--- src/rtl/sm4_ctrl.sv ---
// SM4 block-cipher sequencer: key expansion, block handshake, round engine start and result handshake.
// Define SM4_CTRL_STAT_EN to add the 32-bit block_count_out result counter.
module sm4_ctrl #(
  parameter int unsigned KEY_TIMEOUT = 48
) (
  input  logic clk,
  input  logic reset_n,
  input  logic sm4_enable_in,
  input  logic key_load_in,
  output logic enable_key_exp_out,
  output logic user_key_valid_out,
  input  logic key_exp_finished_in,
  input  logic data_valid_in,
  output logic data_ready_out,
  input  logic decrypt_in,
  output logic round_start_out,
  output logic round_decrypt_out,
  input  logic round_done_in,
  output logic result_valid_out,
  input  logic result_ready_in,
  output logic key_ready_out,
  output logic key_err_out,
  output logic busy_out
`ifdef SM4_CTRL_STAT_EN
  ,
  output logic [31:0] block_count_out
`endif
);

  // state    | meaning
  // IDLE     | disabled or no valid key
  // KEY_REQ  | one-cycle expander setup before key-valid rises
  // KEY_WAIT | expansion running, timeout down-counter active
  // READY    | key usable, accepting a block
  // CRYPT    | round engine busy on the accepted block
  // RESULT   | result held until downstream takes it
  typedef enum logic [2:0] {
    S_IDLE, S_KEY_REQ, S_KEY_WAIT, S_READY, S_CRYPT, S_RESULT
  } state_t;

  state_t     state, state_nxt;
  logic [7:0] cnt, cnt_nxt;
  logic       pend, pend_nxt;
  logic       mode_nxt, start_nxt, err_nxt;
  logic       exp_nxt, ukv_nxt, kr_nxt, dr_nxt, rv_nxt, busy_nxt;

  always_comb begin
    state_nxt = state;
    cnt_nxt   = cnt;
    pend_nxt  = pend;
    mode_nxt  = round_decrypt_out;
    start_nxt = 1'b0;
    err_nxt   = 1'b0;
    case (state)
      S_IDLE: if (key_load_in) state_nxt = S_KEY_REQ;
      S_KEY_REQ: begin
        state_nxt = S_KEY_WAIT;
        cnt_nxt   = 8'(KEY_TIMEOUT - 1);
      end
      S_KEY_WAIT: begin
        if (key_exp_finished_in) begin
          state_nxt = S_READY;
        end else if (cnt == 8'd0) begin
          state_nxt = S_IDLE;
          err_nxt   = 1'b1;
        end else begin
          cnt_nxt = cnt - 8'd1;
        end
      end
      S_READY: begin
        if (pend || key_load_in) begin
          state_nxt = S_KEY_REQ;
          pend_nxt  = 1'b0;
        end else if (data_valid_in && data_ready_out) begin
          state_nxt = S_CRYPT;
          mode_nxt  = decrypt_in;
          start_nxt = 1'b1;
        end
      end
      S_CRYPT: begin
        if (key_load_in) pend_nxt = 1'b1;
        if (round_done_in) state_nxt = S_RESULT;
      end
      S_RESULT: begin
        if (key_load_in) pend_nxt = 1'b1;
        if (result_valid_out && result_ready_in) state_nxt = S_READY;
      end
      default: state_nxt = S_IDLE;
    endcase
    if (!sm4_enable_in) begin
      state_nxt = S_IDLE;
      cnt_nxt   = 8'd0;
      pend_nxt  = 1'b0;
      mode_nxt  = 1'b0;
      start_nxt = 1'b0;
      err_nxt   = 1'b0;
    end
    // Outputs are decoded from the next state so they can be registered without lag.
    // Re-keying from READY drops the expander enable for the KEY_REQ cycle.
    exp_nxt  = (state_nxt inside {S_KEY_WAIT, S_READY, S_CRYPT, S_RESULT}) ||
               (state_nxt == S_KEY_REQ && state == S_IDLE);
    ukv_nxt  = (state_nxt == S_KEY_WAIT);
    kr_nxt   = (state_nxt inside {S_READY, S_CRYPT, S_RESULT});
    dr_nxt   = (state_nxt == S_READY) && !key_load_in && !pend_nxt;
    rv_nxt   = (state_nxt == S_RESULT);
    busy_nxt = !(state_nxt inside {S_IDLE, S_READY});
    if (!(state_nxt inside {S_CRYPT, S_RESULT})) mode_nxt = 1'b0;
  end

  always_ff @(posedge clk or negedge reset_n) begin
    if (!reset_n) begin
      state              <= S_IDLE;
      cnt                <= 8'd0;
      pend               <= 1'b0;
      enable_key_exp_out <= 1'b0;
      user_key_valid_out <= 1'b0;
      data_ready_out     <= 1'b0;
      round_start_out    <= 1'b0;
      round_decrypt_out  <= 1'b0;
      result_valid_out   <= 1'b0;
      key_ready_out      <= 1'b0;
      key_err_out        <= 1'b0;
      busy_out           <= 1'b0;
    end else begin
      state              <= state_nxt;
      cnt                <= cnt_nxt;
      pend               <= pend_nxt;
      enable_key_exp_out <= exp_nxt;
      user_key_valid_out <= ukv_nxt;
      data_ready_out     <= dr_nxt;
      round_start_out    <= start_nxt;
      round_decrypt_out  <= mode_nxt;
      result_valid_out   <= rv_nxt;
      key_ready_out      <= kr_nxt;
      key_err_out        <= err_nxt;
      busy_out           <= busy_nxt;
    end
  end

`ifdef SM4_CTRL_STAT_EN
  always_ff @(posedge clk or negedge reset_n) begin
    if (!reset_n) begin
      block_count_out <= 32'd0;
    end else if (state == S_RESULT && result_valid_out && result_ready_in) begin
      block_count_out <= block_count_out + 32'd1;
    end
  end
`endif

endmodule
--- config.mk ---
export PLATFORM = sky130hd
export DESIGN_NAME = sm4_ctrl
export DESIGN_NICKNAME = d
export VERILOG_FILES = /design/src/rtl/sm4_ctrl.sv
export SDC_FILE = /design/constraint.sdc
export NUM_CORES = 1
export LEC_CHECK = 0
export BUFFER_PORTS_ARGS = -buffer_cell sky130_fd_sc_hd__buf_2
export CAP_MARGIN = 5
export CORE_MARGIN = 8
export CORE_UTILIZATION = 57
export CTS_BUF_LIST = sky130_fd_sc_hd__clkbuf_16
export CTS_CLUSTER_DIAMETER = 40
export DETAILED_ROUTE_END_ITERATION = 12
export GPL_TIMING_DRIVEN = 0
export HOLD_SLACK_MARGIN = 0.03
export PLACE_DENSITY = 0.8
export SYNTH_ARGS = -nofsm -noshare
export SYNTH_HDL_FRONTEND = slang
export SYNTH_SLANG_ARGS = --single-unit
--- constraint.sdc ---
create_clock -name clk -period 4.4 [get_ports clk]
set_input_delay 0.88 -clock clk [delete_from_list [all_inputs] [get_ports clk]]
set_output_delay 0.88 -clock clk [all_outputs]
set_load 0.1 [all_outputs]
==> metrics <==
Vias/cell 5.55; worst-margin pin slew 0.588 ns; dpl hpwl 1620 µm; Clock power frac 0.238; Pwr Density 621 nW/µm²; largest net degree at the start of global routing 22; vias in the first global route 863; critical path required time 4.56 ns; ANT nets after route 0; DR WL/cell 14.2 µm; layout cells sized above 1 0.235; Min-Delay Path Depth 2; GRT Util Overall 0.147; Distinct cells, synth 41; part of the power in combinational logic 0.420; Max Freq 476 MHz; Worst slew margin 0.602; Peak VDD IR 0.354 mV; crit end category flop; I/O pins 18; Simple-Gate Fraction of Synth Area 0.237; Leak 0.638 nW; CTS Root Buffer Type clkbuf_16; setup_tns 0 ns; post-synthesis compound-gate area fraction 0.176; Core Util, Final 0.684; first-pass GRT wire length 3950 µm; post-CTS sizing 0; Int Pwr 0.000471 W; largest family of logic cells by synthesized area simple AND/OR/NAND/NOR gates; Syn. warnings 0; min cycle time layout 2.10 ns; diode count 0; starting DRC count in detailed routing 30; worst r2r dst cnt[2]; die area 3570 µm²; Crit Reg-Reg Startpoint cnt[0]; GRT overflow 0; Critical Path AT 2.26 ns; DP Cell Count 159; most frequent cells in the layout 21 x dfrtp_1, 19 x buf_2, 16 x nor2_1, 11 x nand2_1, 10 x inv_1; syn nets 125; total CTS buffers 3; switching power 0.000329 W; RSZ-0062 raised after global routing no; core area 1880 µm²; switching part of the total 0.411; Post-Synthesis Cell Area 1090 µm²; Hold Path Sink cnt[1]; final hold vios 0; H-tree depth 1; Worst Skew 0.00288 ns; min-delay worst type flop to flop; # hold bufs at CTS 0; reg-to-reg slack, setup 2.34 ns; Area Overhead vs Synth 18.1%; Max Cap Viol 0; I/O Buffers 17; Max FO, Critical Path 5; worst skew pair latency 0.26 ns; die height 59.7 µm; initial antenna violation count 0; RePlAce Congestion 0.798; design area 1290 µm²; Mapped Avg Cell Area 9.48 µm²; final slew viol count 0; FF-to-FF path depth 7; hold path start cnt[1]; DR pass1 iterations 5; Vias 904; fillcell total 158; mux cell area share after synthesis 0.00918; Clock Tree Buf Depth 2; Initial Util 0.579; setup bufs post-CTS 0; clock-pin slew on the worst setup and hold paths 0.06 ns; Cells after Synth 115; nets@finish 147; #FFs+latches synth 21; WS Path Type input pin to flop; CTS tree done; die span in x 59.7 µm; startpoint types input pin; TritonCTS Sinks 21; XOR/XNOR Fraction of Synth Area 0.0241; fin crit share 0.477; Adder-Cell Fraction of Synth Area 0.0115; sequential power share 0.342; outcome completed; # rows 16; post-placement cell area 1210 µm²; # setup viols final 0; WL final 2320 µm; most common cell after layout, fill and taps aside dfrtp_1; Seq/Total Area, Yosys 0.482; final cell count without fillers 163; Hold WS 0.518 ns; DRC viols 0
## through the flow
stage / worst slack [ns] / total power, W
floorplan: 2.45 / 0.000546
global route: 2.12 / 0.000850
global placement: 2.18 / 0.000599
finish: 2.30 / 0.000800
detailed placement: 2.16 / 0.000607
CTS: 2.32 / 0.000802
## kinds of logic (layout without fill, tap and decap cells)
kind of cell	count (synthesis)	after routing
and+or+nand+nor	48	48
buffers and inverters	13	34
DFF	21	21
muxes	1	1
AOI/OAI and AO/OA	28	28
adders and majority gates	1	1
xor gates and xnor gates	3	3
## cell usage after synthesis
master,instances,share of area
a31o_4,1,0.016
o21a_1,1,0.0069
a31oi_1,2,0.011
o21ai_0,6,0.028
a211oi_1,1,0.0069
a21oi_1,3,0.014
inv_1,9,0.031
nor4_2,1,0.011
a311oi_1,1,0.0080
ha_1,1,0.011
nand2b_1,1,0.0057
or2_2,1,0.0057
or4_1,1,0.0069
nor4b_1,2,0.016
nand2_1,11,0.038
nand3_1,1,0.0046
a21boi_0,1,0.0069
dfrtp_1,21,0.48
o21ai_1,6,0.028
nand2b_2,1,0.0080
nor2b_1,1,0.0057
nor4_1,2,0.011
a21o_1,1,0.0069
or3_1,1,0.0057
o211ai_1,2,0.014
and2b_2,1,0.0080
nor3b_1,1,0.0069
or4_2,1,0.0080
nand3_2,1,0.0092
xor2_1,3,0.024
nand4_1,1,0.0057
or2b_1,1,0.0069
nor2_1,16,0.055
or3b_1,1,0.0080
o31ai_1,1,0.0069
a2bb2oi_1,1,0.0080
nor3_1,2,0.0092
a21oi_4,1,0.015
mux2i_1,1,0.0092
buf_2,2,0.0092
buf_6,2,0.021
## how the worst max path moves through the flow
| stage | endpoint | depth (start not counted) | startpoint | slack [ns] |
|---|---|---|---|---|
| after global routing | cnt[2] | 7 | cnt[0] | 2.12 |
| final | data_ready_out | 6 | key_load_in | 2.30 |
| after global placement | enable_key_exp_out | 6 | key_load_in | 2.18 |
| after floorplan | key_ready_out | 5 | key_load_in | 2.45 |
| after CTS | data_ready_out | 6 | key_load_in | 2.32 |
| after detailed placement | enable_key_exp_out | 6 | key_load_in | 2.16 |
## area by class of cell
| cell class | instances | area, µm² | area share |
|---|---|---|---|
| Sequential cell | 21 | 526 | 0.408 |
| Timing Repair Buffer | 17 | 85.1 | 0.0661 |
| Buffer | 4 | 32.5 | 0.0253 |
| Tap cell | 27 | 33.8 | 0.0262 |
| Clock buffer | 3 | 75.1 | 0.0583 |
| Inverter | 9 | 33.8 | 0.0262 |
| Clock inverter | 1 | 3.75 | 0.00292 |
| Multi-Input combinational cell | 81 | 498 | 0.387 |
## registers in the layout (all words and copies together) (netlist names)
name and count:
round_start_out 1, cnt 8, key_ready_out 1, result_valid_out 1, key_err_out 1, pend 1
enable_key_exp_out 1, user_key_valid_out 1, data_ready_out 1, round_decrypt_out 1, busy_out 1, state 3
## power by group through the flow
| stage | clock network, W | logic (W) | registers, W |
|---|---|---|---|
| 4_1_cts | 0.000195 | 0.000335 | 0.000273 |
| 3_3_place_gp | 0 | 0.000324 | 0.000274 |
| 2_1_floorplan | 0 | 0.000200 | 0.000345 |
| 3_5_place_dp | 0 | 0.000332 | 0.000275 |
| 5_1_grt | 0.000201 | 0.000369 | 0.000280 |
| 6_report | 0.000191 | 0.000336 | 0.000274 |
## per-layer routing
layer / up-vias / share of wire / wire length (µm) / track usage
met3: 6 / 0.062 / 144 / 0.0366
met4: 0 / 0.018 / 42 / 0.0884
met5: - / 0 / 0 / 0
met2: 29 / 0.45 / 1030 / 0.200
li1: 442 / - / - / -
met1: 427 / 0.47 / 1090 / 0.200
## critical path: stages
cell and delay, ns:
buf_2 0.13, nor4b_1 0.45, a2bb2oi_1 0.22, a21oi_4 0.23
nand3_2 0.12, nor4_2 0.23
Note: power is estimated with default switching activity, not from simulation.
